--- config.mk ---
export PLATFORM = sky130hd
export DESIGN_NAME = if_stage
export DESIGN_NICKNAME = d
export VERILOG_FILES = /design/src/rtl/if_stage_pkg.sv /design/src/rtl/fetch_queue.sv /design/src/rtl/if_stage.sv
export SDC_FILE = /design/constraint.sdc
export NUM_CORES = 1
export LEC_CHECK = 0
export BUFFER_PORTS_ARGS = -buffer_cell sky130_fd_sc_hd__buf_2
export CORE_ASPECT_RATIO = 1.4
export CORE_MARGIN = 1.5
export CORE_UTILIZATION = 56
export DETAILED_ROUTE_END_ITERATION = 10
export GPL_TIMING_DRIVEN = 0
export PLACE_DENSITY = 0.76
export SLEW_MARGIN = 15
export SYNTH_ARGS = -nofsm -noshare
export SYNTH_HDL_FRONTEND = slang
export SYNTH_HIERARCHICAL = 1
export SYNTH_SLANG_ARGS = --single-unit
--- constraint.sdc ---
create_clock -name clk -period 5.3 [get_ports clk]
set_input_delay 0.265 -clock clk [delete_from_list [all_inputs] [get_ports clk]]
set_output_delay 0.265 -clock clk [all_outputs]
set_load 0.01 [all_outputs]
--- src/rtl/if_stage_pkg.sv ---
// Shared CPU front-end types: the fetch-queue entry layout and the instruction-memory address width.
package if_stage_pkg;

  localparam int IADDR_W = 14;

  typedef struct packed {
    logic [31:0] pc;
    logic [31:0] instr;
  } fetch_entry_t;

endpackage

--- src/rtl/fetch_queue.sv ---
// Small circular FIFO of fetched {pc, instr} entries with synchronous flush.
// The head entry is presented combinationally.
module fetch_queue
  import if_stage_pkg::*;
#(
  parameter int DEPTH = 2,
  localparam int CW = $clog2(DEPTH + 1),
  localparam int PW = (DEPTH > 1) ? $clog2(DEPTH) : 1
) (
  input  logic         clk,
  input  logic         rst,
  input  logic         flush,
  input  logic         push,
  input  fetch_entry_t push_data,
  input  logic         pop,
  output fetch_entry_t head,
  output logic         full,
  output logic         empty,
  output logic [CW-1:0] count
);

  fetch_entry_t mem [DEPTH];
  logic [PW-1:0] rd_ptr;
  logic [PW-1:0] wr_ptr;

  function automatic logic [PW-1:0] ptr_next(input logic [PW-1:0] p);
    return (p == PW'(DEPTH - 1)) ? '0 : p + 1'b1;
  endfunction

  always_ff @(posedge clk) begin
    if (rst || flush) begin
      rd_ptr <= '0;
      wr_ptr <= '0;
      count  <= '0;
    end else begin
      if (push) wr_ptr <= ptr_next(wr_ptr);
      if (pop)  rd_ptr <= ptr_next(rd_ptr);
      count <= count + CW'(push) - CW'(pop);
    end
  end

  // Storage needs no reset; stale slots are never visible because count is cleared.
  always_ff @(posedge clk) begin
    if (push) mem[wr_ptr] <= push_data;
  end

  assign head  = mem[rd_ptr];
  assign full  = (count == CW'(DEPTH));
  assign empty = (count == '0);

  assert property (@(posedge clk) disable iff (rst || flush) !(push && full && !pop));
  assert property (@(posedge clk) disable iff (rst || flush) !(pop && empty));

endmodule

--- src/rtl/if_stage.sv ---
// Instruction fetch stage: issues one word read per cycle while the queue has room,
// queues responses for decode, and restarts cleanly on a control-flow redirect.
module if_stage
  import if_stage_pkg::*;
#(
  parameter int          QDEPTH   = 2,
  parameter logic [31:0] RESET_PC = 32'h0000_0000
) (
  input  logic               clk,
  input  logic               rst,
  input  logic               redirect_valid,
  input  logic [31:0]        redirect_pc,
  output logic               im_en,
  output logic [IADDR_W-1:0] im_addr,
  input  logic [31:0]        im_rdata,
  output logic               id_valid,
  input  logic               id_ready,
  output logic [31:0]        id_pc,
  output logic [31:0]        id_instr
);

  localparam int CW = $clog2(QDEPTH + 1);
  localparam int PW = CW + 1;

  logic [31:0]   fetch_pc;
  logic [31:0]   inflight_pc;
  logic          inflight;
  logic [CW-1:0] occupancy;
  logic          q_full;
  logic          q_empty;
  logic          pop;
  logic          push;
  logic [PW-1:0] pending;
  fetch_entry_t  head;
  fetch_entry_t  push_entry;

  // An issue is allowed only if the entry it produces is guaranteed a slot next cycle.
  always_comb begin
    id_valid   = !q_empty && !redirect_valid && !rst;
    pop        = id_valid && id_ready;
    pending    = PW'(occupancy) + PW'(inflight) - PW'(pop);
    im_en      = !rst && !redirect_valid && (pending < PW'(QDEPTH));
    push       = inflight && !redirect_valid && !rst;
    push_entry = '{pc: inflight_pc, instr: im_rdata};
  end

  assign im_addr  = fetch_pc[IADDR_W+1:2];
  assign id_pc    = head.pc;
  assign id_instr = head.instr;

  always_ff @(posedge clk) begin
    if (rst) begin
      fetch_pc    <= RESET_PC;
      inflight    <= 1'b0;
      inflight_pc <= '0;
    end else if (redirect_valid) begin
      fetch_pc <= redirect_pc & 32'hFFFF_FFFC;
      inflight <= 1'b0;
    end else begin
      inflight <= im_en;
      if (im_en) begin
        inflight_pc <= fetch_pc;
        fetch_pc    <= fetch_pc + 32'd4;
      end
    end
  end

  fetch_queue #(.DEPTH(QDEPTH)) u_queue (
    .clk       (clk),
    .rst       (rst),
    .flush     (redirect_valid),
    .push      (push),
    .push_data (push_entry),
    .pop       (pop),
    .head      (head),
    .full      (q_full),
    .empty     (q_empty),
    .count     (occupancy)
  );

  // Queued entries plus the outstanding read can never exceed the queue depth.
  assert property (@(posedge clk) disable iff (rst) !(q_full && inflight));

endmodule

# Word level (Yosys, flattened, before mapping)
# Memory sizes are Yosys's and may differ from the RTL's. A register that Yosys moved wholly into a read port is not among the register bits.
# Index checks and enable logic that the tools add are counted.
[classes] bitwise=1 n_lt_le_gt_ge=1 addsub=7 reduce_logical=15 mux=8
[ops] cell="2-to-1 mux 32 bit" n=2
[ops] cell="adder 32 x 3 -> 32 bit (second input constant)" n=1
[ops] cell="logical AND 1 bit" n=7
[ops] cell="2-to-1 mux 1 bit" n=6
[ops] cell="adder 2 x 1 -> 3 bit" n=1
[ops] cell="logical NOT 1 bit" n=3
[ops] cell="< comparator 3 x 2 -> 1 bit (second input constant)" n=1
[ops] cell="subtractor 3 x 1 -> 3 bit" n=1
[ops] cell="adder 1 bit (second input constant)" n=2
[ops] cell="adder 2 x 1 -> 2 bit" n=1
[ops] cell="logical NOT 2 bit" n=1
[ops] cell="AND reduction 2 bit" n=1
[ops] cell="nonzero test 2 bit" n=1
[ops] cell="OR reduction 2 bit" n=1
[ops] cell="subtractor 2 x 1 -> 2 bit" n=1
[ops] cell="logical OR 1 bit" n=1
[ops] cell="inverter 1 bit" n=1
[totals] ff_bits=69 mem_bits_rw=128 in_bits=68 out_inout_bits=80 n_memories=1 wordCells=40
[memory_table] name="u_queue.mem" depth=2 width=64 read_ports=1 rd_clocked_by_memory_dff=1 write_ports=1 line="fetch_queue.sv:22" text="fetch_entry_t mem [DEPTH];"

# Longest topological paths before layout
[logic_depth] word_depth=10 ltp_mapped=13 mapped_depth_nobuf=12

# Modules after synthesis
# Netlist, hierarchy kept.
[modules_own_cells] module="fetch_queue" seq_area_each_um2=3943.8 cells_each=220 area_each_um2=5143.7 n_inst=1
[modules_own_cells] module="if_stage" seq_area_each_um2=1221.2 cells_each=395 area_each_um2=3044.2 n_inst=1

# Worst setup path after synthesis
# No wires, ideal clock.
[synth_timing] path_type="input to register" from="input rst" to="memory u_queue/mem[0][0] (netlist name) (enable)" cell_stages=4 setup_slack_ps=1145 required_ps=4806 setup_ps=494 t_arrival_ps=3661 path_buffers=1 path_cell_list="clkbuf_1 > nor2_1 > and2_1 > nor2b_1"
[synth_between] elab_chain_len=4
[synth_rtl] element="start: declaration" line="if_stage.sv:10" text="input logic rst,"
[synth_rtl] element="logical NOT 1 bit" line="if_stage.sv:43" text="push = inflight && !redirect_valid && !rst;"
[synth_rtl] element="logical AND 1 bit" line="if_stage.sv:43"
[synth_rtl] element="via push" line="if_stage.sv:32" text="logic push;"
[synth_rtl] element="2-to-1 mux 1 bit" line="fetch_queue.sv:44" text="if (push) mem[wr_ptr] <= push_data;"
[synth_rtl] element="2-to-1 mux 1 bit (not written as such)" line="fetch_queue.sv:44"
[synth_rtl] element="end: declaration" line="fetch_queue.sv:22"
# The timed path passes the listed nets, and every way through them passes these cells.

# Final worst setup path
[layout_timing] from="register u_queue.count[1]" to="output im_en"
[layout_between] elab_chain_len=8 word_cells_on_any_way=9 cone_classes="add/sub (2); order compare (1); reduce/logical (6)"
[layout_rtl] element="start: declaration" line="fetch_queue.sv:19" text="output logic [CW-1:0] count"
[layout_rtl] element="start signal: assignment" line="fetch_queue.sv:38" text="count <= count + CW'(push) - CW'(pop);"
[layout_rtl] element="logical NOT 2 bit" line="fetch_queue.sv:49" text="assign empty = (count == '0);"
[layout_rtl] element="via q_empty" line="if_stage.sv:30" text="logic q_empty;"
[layout_rtl] element="logical NOT 1 bit" line="if_stage.sv:39" text="id_valid = !q_empty && !redirect_valid && !rst;"
[layout_rtl] element="logical AND 1 bit (2 in a row)" line="if_stage.sv:39"
[layout_rtl] element="logical AND 1 bit" line="if_stage.sv:40" text="pop = id_valid && id_ready;"
[layout_rtl] element="via pop" line="if_stage.sv:31" text="logic pop;"
[layout_rtl] element="subtractor 3 x 1 -> 3 bit" line="if_stage.sv:41" text="pending = PW'(occupancy) + PW'(inflight) - PW'(pop);"
[layout_rtl] element="< comparator 3 x 2 -> 1 bit" line="if_stage.sv:42" text="im_en = !rst && !redirect_valid && (pending < PW'(QDEPTH));"
[layout_rtl] element="logical AND 1 bit" line="if_stage.sv:42"
[layout_rtl] element="end: declaration" line="if_stage.sv:13" text="output logic im_en,"
# The timed path passes the listed nets, and every way through them passes these cells.

==> impl_metrics.ini <==
[sta]
rsz0062_at_grt = false
hold_slack_ns = 0.0259
slew_viol_final = 0
worst_slew_pin_slew_ns = 0.679
post-route-period-util = 0.790
skew_ns = 0.0131
hold_viol = 0
fin_crit_ns = 4.19
fmax_ghz = 0.239
setup_viol = 0
worst_slack_ns = 1.11
slew_headroom = 0.545

[synthesis]
syn-cell-area_mm2 = 0.00818
synth_warnings = 6
syn_area_per_cell_um2 = 13.3
syn_inst = 614

[clocking]
clk_latency_ns = 0.43
ctsLongestPathBuffers = 2
cts-root-buf = clkbuf_16
ctsResizeCount = 0
postCtsHoldBufs = 0
clock-sinks = 194
cts_inserted_buffers = 17
cts_tree = built
htree_levels = 4
path_clk_slew_ns = 0.08
post_cts_buffers = 0

[min_path]
worstHoldPathType = input port to flop

[drt]
routed_via_density = 5.58
wirelength_um = 17200
wl_per_cell_um = 17.4
drc_errors = 0
drt-initial-drc-count = 346
vias = 5498
drtAntennaViolNets = 0
firstDrtPassIters = 5

[final_layout]
final_cell_mix = buf_2 (145), edfxtp_1 (128), nand2_1 (85)
drive_above_1_share = 0.346
final_common_cell = buf_2
antenna_cells = 0
nFillCells = 1047
utilization = 0.680
seqCellArea_mm2 = 0.00516
nNetsFinal = 857
syn2layout_area_growth_pct = 19.5
multi_input_area_mm2 = 0.00265

[floorplanning]
initial_core_util = 0.569
dieWidth_um = 105
dieArea_mm2 = 0.0154
rows = 52
io_pins = 148
coreArea_mm2 = 0.0144
die_h_um = 146

[worst_setup_path]
cp.required_ns = 5.04
worst-setup-path-type = flop to primary output
start_kind = flop
crit_path_end_kind = primary output
crit_path_max_fanout = 10
crit_arrival_ns = 3.92

[placement]
dp_hpwl_um = 12400
pre_cts_slack_ns = 1.23
port_buffers = 145
place_congestion = 0.945

[grt]
antenna_found_initial = 0
grtUsageTotal = 0.229
grt_max_degree = 34
grt-ovfl-total = 0
grt_pass1_wl_um = 27500
first_global_vias = 5568

[power_and_ir_drop]
power_density_mw_per_mm2 = 309
peakVddDrop_mv = 0.204
p_leak_uw = 0.00370

[run_status]
status = finished clean

[run]
drv_cap = 0
## stage by stage
step | total power (uW) | cell area [um2] | setup TNS (ns) | instances
after detailed placement | 1870 | 9230 | 0 | 954
after CTS | 3040 | 9770 | 0 | 986
after global placement | 1860 | 9160 | -33.35 | 951
after floorplan | 1790 | 8190 | 0 | 617
final | 3020 | 9770 | 0 | 986
after global routing | 3120 | 9770 | 0 | 986
## critical path: stages, from the launching register on
cell	delay, ns
dfxtp_1	0.45
nor2_1	0.08
nor3_1	0.17
and2_1	0.22
ha_1	0.24
nand2b_1	0.16
fa_1	0.39
xnor2_1	0.26
nand3_1	0.23
clkinv_1	0.22
clkbuf_1	0.40
clkbuf_1	0.45
buf_2	0.22
## power by group
| part | internal (uW) | switching, uW |
|---|---|---|
| Combinational | 73.7 | 93.7 |
| Clock | 617 | 567 |
| Sequential | 1640 | 32.4 |
## state kept, by name (all words and copies together), names as in the netlist, named ones only
register	flops
u_queue/mem	128
fetch_pc	30
inflight_pc	30
u_queue/count	2
inflight	1
u_queue/rd_ptr	1
u_queue/wr_ptr	1
## per-layer routing
layer	share of wire	vias up	routed length, um	track usage
li1	-	2609	-	-
met1	0.40	2615	6860	0.268
met2	0.51	240	8810	0.398
met3	0.062	34	1070	0.0554
met4	0.025	0	435	0.104
met5	0	-	0	0
## layout make-up
class,count,area share
buffer,48,0.0358
clock buffer,18,0.0439
clock inverter,14,0.0123
inverter,9,0.00346
multi-input combinational,366,0.272
sequential,194,0.528
tap,189,0.0242
timing repair buffer,148,0.0804
## worst paths after layout
path	cells past startpoint	startpoint	slack (ns)	end
hold / removal	1	im_rdata[9]	0.03	u_queue/mem[0][9]
setup reg to reg	13	u_queue/count[1]	1.64	inflight_pc[27]
hold reg to reg	0	inflight_pc[16]	0.46	u_queue/mem[0][48]
setup / recovery	12	u_queue/count[1]	1.11	im_en
No activity file was read; power rests on OpenSTA's default activity.
